### config.mk
export PLATFORM = sky130hd
export DESIGN_NAME = cmd_queue
export DESIGN_NICKNAME = d
export VERILOG_FILES = /design/src/rtl/cmd_queue_pkg.sv /design/src/rtl/cmdq_mem.sv /design/src/rtl/cmd_queue.sv
export SDC_FILE = /design/constraint.sdc
export NUM_CORES = 1
export LEC_CHECK = 0
export ABC_AREA = 1
export CORE_MARGIN = 4
export CORE_UTILIZATION = 65
export CTS_CLUSTER_DIAMETER = 80
export CTS_CLUSTER_SIZE = 30
export DETAILED_ROUTE_END_ITERATION = 6
export PLACE_DENSITY = 0.89
export SLEW_MARGIN = 25
export SYNTH_ARGS = -nofsm -noshare
export SYNTH_HDL_FRONTEND = slang
export SYNTH_SLANG_ARGS = --single-unit
### constraint.sdc
create_clock -name i_clk -period 7.63 [get_ports i_clk]
set_input_delay 0.763 -clock i_clk [delete_from_list [all_inputs] [get_ports i_clk]]
set_output_delay 0.763 -clock i_clk [all_outputs]
set_load 0.03 [all_outputs]
### src/rtl/cmd_queue_pkg.sv
// cmd_queue_pkg: system-wide sizing defines and the command word shared by loader, queue and issuer.
`ifndef PROC_COUNT
`define PROC_COUNT 4
`endif
`ifndef BUS_W
`define BUS_W 16
`endif
`ifndef CMDQ_DEPTH
`define CMDQ_DEPTH 16
`endif

package cmd_queue_pkg;
  typedef struct packed {
    logic [3:0]                      op;
    logic [$clog2(`PROC_COUNT)-1:0]  proc;
    logic [`BUS_W-1:0]               addr;
  } cmd_t;
endpackage

### src/rtl/cmdq_mem.sv
// cmdq_mem: DEPTH x CMD_W register array, one write port and one asynchronous read port.
module cmdq_mem #(
  parameter int DEPTH = 16,
  parameter int CMD_W = 8
) (
  input  logic                     clk,
  input  logic                     we,
  input  logic [$clog2(DEPTH)-1:0] waddr,
  input  logic [CMD_W-1:0]         wdata,
  input  logic [$clog2(DEPTH)-1:0] raddr,
  output logic [CMD_W-1:0]         rdata
);
  logic [CMD_W-1:0] mem_q [DEPTH];
  always_ff @(posedge clk) begin
    if (we) mem_q[waddr] <= wdata;
  end
  assign rdata = mem_q[raddr];
endmodule

### src/rtl/cmd_queue.sv
// cmd_queue: FWFT command FIFO feeding the issuer, with occupancy, almost-full, flush and sticky error flags.
import cmd_queue_pkg::*;

module cmd_queue #(
  parameter int DEPTH    = `CMDQ_DEPTH,
  parameter int AF_LEVEL = DEPTH - 2,
  parameter int CMD_W    = $bits(cmd_t)
) (
  input  logic                     i_clk,
  input  logic                     i_rstn,
  input  logic                     i_flush,
  input  logic                     i_wr,
  input  logic [CMD_W-1:0]         i_cmd,
  output logic                     o_full,
  output logic                     o_almost_full,
  input  logic                     i_rd,
  output logic [CMD_W-1:0]         o_cmd,
  output logic                     o_empty,
  output logic [$clog2(DEPTH):0]   o_count,
  output logic                     o_overflow,
  output logic                     o_underflow
);
  localparam int AW = $clog2(DEPTH);
  localparam int PW = AW + 1;
  localparam logic [AW:0] AF = PW'(AF_LEVEL);
  logic [AW:0] wr_ptr_q, wr_ptr_d, rd_ptr_q, rd_ptr_d, count_q, count_d;
  logic        ovf_q, ovf_d, unf_q, unf_d;
  logic        wr_ok, rd_ok;
  // Status comes from state only so the issuer's pop strobe never loops back combinationally.
  assign o_empty       = wr_ptr_q == rd_ptr_q;
  assign o_full        = (wr_ptr_q ^ rd_ptr_q) == {1'b1, {AW{1'b0}}};
  assign o_almost_full = count_q >= AF;
  assign o_count       = count_q;
  assign o_overflow    = ovf_q;
  assign o_underflow   = unf_q;
  assign rd_ok = i_rd & ~o_empty;
  assign wr_ok = i_wr & (~o_full | rd_ok);
  always_comb begin
    wr_ptr_d = i_flush ? '0 : wr_ptr_q + PW'(wr_ok);
    rd_ptr_d = i_flush ? '0 : rd_ptr_q + PW'(rd_ok);
    count_d  = i_flush ? '0 : count_q + PW'(wr_ok) - PW'(rd_ok);
    ovf_d    = ~i_flush & (ovf_q | (i_wr & ~wr_ok));
    unf_d    = ~i_flush & (unf_q | (i_rd & ~rd_ok));
  end
  always_ff @(posedge i_clk) begin
    if (!i_rstn) begin
      wr_ptr_q <= '0;
      rd_ptr_q <= '0;
      count_q  <= '0;
      ovf_q    <= 1'b0;
      unf_q    <= 1'b0;
    end else begin
      wr_ptr_q <= wr_ptr_d;
      rd_ptr_q <= rd_ptr_d;
      count_q  <= count_d;
      ovf_q    <= ovf_d;
      unf_q    <= unf_d;
    end
  end
  cmdq_mem #(.DEPTH(DEPTH), .CMD_W(CMD_W)) u_mem (
    .clk   (i_clk),
    .we    (wr_ok & ~i_flush & i_rstn),
    .waddr (wr_ptr_q[AW-1:0]),
    .wdata (i_cmd),
    .raddr (rd_ptr_q[AW-1:0]),
    .rdata (o_cmd)
  );
endmodule

==> results of run 1 <==
==> area by class of cell <==
cell class,instances,area (um^2)
clock buffers,26,459
clock inverters,2,22.5
fillers,1422,6490
inverters,42,160
multi-input cells,701,3420
flip-flops and latches,369,10900
well taps,285,357
repair buffers,80,746
==> power by group through the flow <==
stage               clock, mW  combinational, mW  sequential, mW
CTS                      1.01              0.135            2.23
floorplan                   0             0.0668            2.27
global route             1.10              0.146            2.23
detailed placement          0              0.133            2.27
global placement            0              0.127            2.27
finish                   1.01              0.136            2.23
==> cells by family (layout without fill, tap and decap cells) <==
kind of cell / count (synthesis) / in the layout
buffers and inverters: 114 / 150
AOI/OAI and AO/OA: 288 / 288
xor gates and xnor gates: 7 / 7
DFF: 369 / 369
adders and majority gates: 12 / 12
and+or+nand+nor: 394 / 394
==> synth_stat cells <==
cell      count  area share, %
edfxtp_1    352             71
nor2_1      259            6.6
o21ai_0     169            5.7
nand2_1     100            2.5
o211ai_1     45            2.3
o22ai_1      44            1.9
inv_1        39           0.99
buf_2        28           0.94
clkbuf_1     27           0.68
nand3_1      27           0.91
o21ai_1      22           0.74
dfxtp_1      17            2.3
ha_1         11           0.93
buf_4         7           0.35
buf_6         7           0.53
a21oi_1       6           0.20
xor2_1        4           0.24
buf_1         3          0.076
nand4_1       3           0.13
nor2_2        3           0.13
xnor2_1       3           0.18
inv_2         2          0.051
a21boi_0      1          0.051
a221o_1       1          0.067
fa_1          1           0.13
inv_4         1          0.042
nand3_2       1          0.067
nand4_2       1          0.084
==> worst min-delay path: stages (launching register included) <==
cell and delay [ps]:
dfxtp_1 320, inv_1 50, a21oi_1 50
==> per-stage QoR <==
stage               utilization, %  instance area, um^2
finish                        71.3                16100
global route                  71.3                16100
CTS                           71.3                16100
detailed placement            69.1                15600
global placement              69.1                15600
floorplan                        -                14800
==> layer usage <==
layer  part of all wire, %  vias to the layer above  GRT usage [%]
met4                   3.9                        0           11.3
met5                     0                        -              0
met2                    48                      715           43.3
met1                    36                     4653           36.9
met3                    12                      112           5.31
li1                      -                     4287              -
==> sequential cells by signal, summed over array words and instances (netlist names) <==
| name | flops |
|---|---|
| rd_ptr_q | 5 |
| o_count | 5 |
| o_underflow | 1 |
| o_overflow | 1 |
| wr_ptr_q | 5 |
| u_mem.mem_q | 352 |
==> worst min path at each step <==
stage | startpoint | to | slack, ps
after detailed placement | o_overflow | o_overflow | 450
after global placement | o_overflow | o_overflow | 440
final | o_overflow | o_overflow | 460
after CTS | o_overflow | o_overflow | 460
after floorplan | wr_ptr_q[4] | wr_ptr_q[4] | 500
after global routing | o_overflow | o_overflow | 490
==> impl_metrics.csv, run 1 <==
group,metric,value,unit
synth,syn_inst,1184,
setup_path,crit_path_end,"o_cmd[10]",
sta,drv_slew,0,
die,die_h,159,um
cells_and_area,fin_nets,1249,
synth,synthAdderAreaFrac,1.06,%
setup_path,r2r_setup_slack,3250,ps
placement,dp_hpwl,18500,um
drt,num_vias,9767,
cts,clk-insertion-delay-late,530,ps
sta,finalCriticalPeriod,4990,ps
pwr,ir_drop,172,uV
cells_and_area,final_cell_mix,"edfxtp_1, nor2_1, o21ai_0",
synth,synth_compound_area_share,10.9,%
cts,hold_buffers,0,
sta,fin_ws,2640,ps
setup_path,cp.buffers_inverters,4,
sta,fin_hold_ws,462,ps
setup_path,endpoint_kind,"primary output",
min_path,holdPathStages,2,
sta,hold_viol,0,
sta,max_freq,200,MHz
setup_path,cp.depth,9,
drt,drt-pass1-iter-count,6,
global_route,grt_use_total,27.0,%
sta,tightestPinTransition,983,ps
die,start_util,65.7,%
synth,synth-simple-area-share,10.4,%
synth,synthMuxAreaShare,0,%
setup_path,critPathSlowestCell,"buf_4",
cells_and_area,finalNonFillerCells,1505,
pwr,comb_power_share,4.0,%
pwr,power.switching,682,uW
sta,finalCritPeriodShare,65.4,%
cts,cts-resized-gates,0,
drt,drc,0,
setup_path,r2r-start,"rd_ptr_q[0]",
sta,skew,19.4,ps
cts,htreeDepth,1,
global_route,grt_pass1_wl,53200,um
pwr,seqPwrFrac,66.0,%
status,status,"finished clean",
cts,clk_pin_slew,100,ps
cts,cts_buffers,16,
setup_path,crit_type,"reg2out",
synth,ys_warn_count,0,
sta,tns,0,ps
synth,synth.net_count,1223,
setup_path,crit_family,"buffers and inverters",
placement,dpl.cell_count,1477,
setup_path,cp_common_cell,"nand2_1",
placement,portBuffers,58,
synth,ys_types,28,
global_route,grt-ovfl-total,0,
cells_and_area,diodes,0,
global_route,grt_max_degree,97,
setup_path,crit_path_start_kind,"flip-flop",
die,rows,55,
die,io_pins,59,
global_route,grt_pass1_vias,9487,
pwr,swShare,20.2,%
sta,rsz0062_at_grt,"no",
sta,relSlewSlack,34.5,%
sta,setup_violations,0,
placement,pre_cts_slack,3300,ps
setup_path,rr_worst_depth,9,
cts,clockRootBuffer,"clkbuf_16",
pwr,power_frac_clock,30.0,%
cts,cts_sinks,369,
min_path,hold_class,"reg2reg",
setup_path,cp_max_fo,91,
cells_and_area,final_common_cell,"edfxtp_1",
die,die_area,0.0253,mm^2
synth,ys_seq_area_share,73.6,%
cells_and_area,syn2layout_area_growth,8.43,%
setup_path,cp.required,6870,ps
die,die_w,159,um
synth,ys_seq_elements,369,
synth,syn_avg_cell_area,12.5,um^2
drt,wl_per_cell,23.4,um
synth,synth_top_family_by_area,"compound AO/OA/AOI/OAI gates",
drt,ant_nets,0,
pwr,leakage,5.28,nW
die,core,0.0226,mm^2
pwr,p_per_area,210,mW/mm^2
setup_path,arrival,4230,ps
setup_path,crit_chain,"inv_4 > buf_4 > o21ai_0 > o22ai_1 > nand2_1 > nand2_1 > inv_1 > nand2_1 > clkdlybuf4s50_1",
cts,cts_setup_buffers,0,
run,cap_violations,0,
global_route,antenna_found_initial,0,
drt,totalWireLength,35200,um
pwr,p_int,2.69,mW
synth,netlist_area,0.0148,mm^2
placement,gp_congestion,0.829,
setup_path,critical_path.startpoint,"rd_ptr_q[0]",
setup_path,timing.rr.end,"u_mem.mem_q[10][20]",
setup_path,slowest_delay,850,ps
cts,clockBufferDepth,3,
drt,drt-vias-per-instance,6.49,
synth,synth_xor_area_share,0.413,%
cts,cts_tree,"built",
drt,first_iter_violations,1486,
pwr,power,3.37,mW
cells_and_area,drive_gt1_share,5.66,%
Note: power is estimated with default switching activity, not from simulation.
==> inputs of run 2 (changes only) <==
--- a/config.mk
+++ b/config.mk
@@ -7,11 +7,11 @@
 export LEC_CHECK = 0
 export ABC_AREA = 1
 export CORE_MARGIN = 4
-export CORE_UTILIZATION = 65
+export CORE_UTILIZATION = 60
 export CTS_CLUSTER_DIAMETER = 80
 export CTS_CLUSTER_SIZE = 30
 export DETAILED_ROUTE_END_ITERATION = 6
-export PLACE_DENSITY = 0.89
+export PLACE_DENSITY = 0.84
 export SLEW_MARGIN = 25
 export SYNTH_ARGS = -nofsm -noshare
 export SYNTH_HDL_FRONTEND = slang
==> constraint.sdc (replaced) <==
create_clock -name i_clk -period 4.7 [get_ports i_clk]
set_input_delay 0.47 -clock i_clk [delete_from_list [all_inputs] [get_ports i_clk]]
set_output_delay 0.47 -clock i_clk [all_outputs]
set_load 0.03 [all_outputs]
==> impl_metrics.csv, run 2 (synthesis results as in run 1) <==
group,metric,value,unit
status,status,"finished clean",
sta,hold_viol,0,
setup_path,r2r_setup_slack,1070,ps
cells_and_area,syn2layout_area_growth,9.26,%
cells_and_area,final_cell_mix,"edfxtp_1, nor2_1, o21ai_0",
setup_path,crit_chain,"clkinv_1 > nor2_2 > buf_4 > nand2_1 > nand2_1 > inv_1 > nand2_1 > clkdlybuf4s50_1",
sta,tightestPinTransition,1060,ps
cts,htreeDepth,1,
die,die_h,165,um
drt,num_vias,9641,
pwr,leakage,5.32,nW
drt,first_iter_violations,1259,
min_path,holdPathStages,2,
global_route,grt_use_total,24.6,%
sta,max_freq,224,MHz
placement,dpl.cell_count,1521,
die,start_util,61.0,%
setup_path,timing.rr.end,"o_count[4]",
setup_path,arrival,4000,ps
sta,tns,0,ps
setup_path,crit_family,"buffers and inverters",
pwr,comb_power_share,4.1,%
cells_and_area,finalNonFillerCells,1549,
cts,cts-resized-gates,0,
cells_and_area,largest_register_ffs,352,
drt,totalWireLength,33400,um
cells_and_area,final_common_cell,"edfxtp_1",
cells_and_area,fin_nets,1254,
setup_path,cp_max_fo,24,
setup_path,crit_type,"reg2out",
sta,relSlewSlack,29.4,%
cts,cts_tree,"built",
cells_and_area,top_register,"u_mem.mem_q",
pwr,seqPwrFrac,65.8,%
global_route,grt_pass1_vias,9323,
cts,clockBufferDepth,3,
sta,finalCritPeriodShare,95.1,%
cts,cts_setup_buffers,0,
placement,portBuffers,58,
sta,skew,24.9,ps
setup_path,r2r-start,"rd_ptr_q[2]",
global_route,met1_usage,34.8,%
min_path,holdCritStartpoint,"o_overflow",
setup_path,slowest_delay,850,ps
pwr,p_int,4.38,mW
cts,clk-insertion-delay-late,510,ps
global_route,grt_use_met3,3.72,%
die,die_area,0.0273,mm^2
global_route,use_met2,40.6,%
pwr,power_frac_clock,30.1,%
global_route,grt-ovfl-total,0,
sta,finalCriticalPeriod,4470,ps
drt,drt-pass1-iter-count,7,
drt,drc,0,
pwr,ir_drop,287,uV
setup_path,endpoint_kind,"primary output",
cells_and_area,design_area,0.0162,mm^2
sta,rsz0062_at_grt,"no",
setup_path,cp.required,4230,ps
cts,clockRootBuffer,"clkbuf_16",
sta,fin_ws,228,ps
cts,clk_pin_slew,110,ps
global_route,busiest_layer,"met2",
setup_path,critPathSlowestCell,"clkinv_1",
pwr,power.switching,1.12,mW
cells_and_area,diodes,0,
sta,drv_slew,0,
cells_and_area,drive_gt1_share,5.96,%
pwr,p_per_area,339,mW/mm^2
run,cap_violations,0,
setup_path,rr_worst_depth,14,
min_path,hold_class,"reg2reg",
placement,placed_cell_area,0.0157,mm^2
drt,wl_per_cell,21.6,um
cts,hold_buffers,0,
die,rows,57,
setup_path,cp_common_cell,"nand2_1",
global_route,antenna_found_initial,0,
placement,pre_cts_slack,1210,ps
die,core,0.0243,mm^2
drt,ant_nets,0,
min_path,whs_endpoint,"o_overflow",
pwr,power,5.49,mW
setup_path,cp.depth,8,
drt,drt-vias-per-instance,6.22,
cts,cts_buffers,16,
global_route,grt_max_degree,110,
placement,dp_hpwl,19400,um
sta,setup_violations,0,
placement,gp_congestion,0.807,
setup_path,crit_path_start_kind,"flip-flop",
die,die_w,165,um
pwr,swShare,20.3,%
die,io_pins,59,
cts,cts_sinks,369,
setup_path,cp.buffers_inverters,4,
global_route,grt_pass1_wl,51600,um
[run 2: final cells by class]
| cell class | instances | area, um^2 |
|---|---|---|
| clock buffers | 27 | 463 |
| repair buffers | 85 | 808 |
| inverters | 42 | 160 |
| flip-flops and latches | 369 | 10900 |
| well taps | 324 | 405 |
| fillers | 1589 | 8110 |
| multi-input cells | 701 | 3420 |
| clock inverters | 1 | 30.0 |
[run 2: worst max path at each step]
stage                 from                end
2_1_floorplan  rd_ptr_q[0]  u_mem.mem_q[0][0]
3_3_place_gp   rd_ptr_q[2]         o_count[4]
3_5_place_dp   rd_ptr_q[2]         o_count[4]
4_1_cts        rd_ptr_q[0]           o_cmd[9]
5_1_grt        rd_ptr_q[3]           o_cmd[0]
6_report       rd_ptr_q[3]          o_cmd[21]
[run 2: power groups by stage]
stage | logic (mW) | clock network (mW) | registers (mW)
2_1_floorplan | 0.108 | 0 | 3.69
3_3_place_gp | 0.215 | 0 | 3.69
3_5_place_dp | 0.222 | 0 | 3.69
4_1_cts | 0.224 | 1.66 | 3.62
5_1_grt | 0.245 | 1.78 | 3.62
6_report | 0.224 | 1.65 | 3.62
[run 2: routing by layer]
layer / share of wire [%] / up-vias
met5: 0 / -
met4: 2.1 / 0
met3: 9.1 / 66
met2: 49 / 557
met1: 40 / 4711
li1: - / 4307
[run 2: worst min-delay path, cell delays in order (launching register included)]
cell	delay, ps
dfxtp_1	330
inv_1	50
a21oi_1	50
[run 2: through the flow]
stage          hold WS, ps  utilization, %
6_report               465            66.6
5_1_grt                512            66.6
4_1_cts                463            66.6
3_5_place_dp           445            64.6
3_3_place_gp           443            64.6
2_1_floorplan          499               -
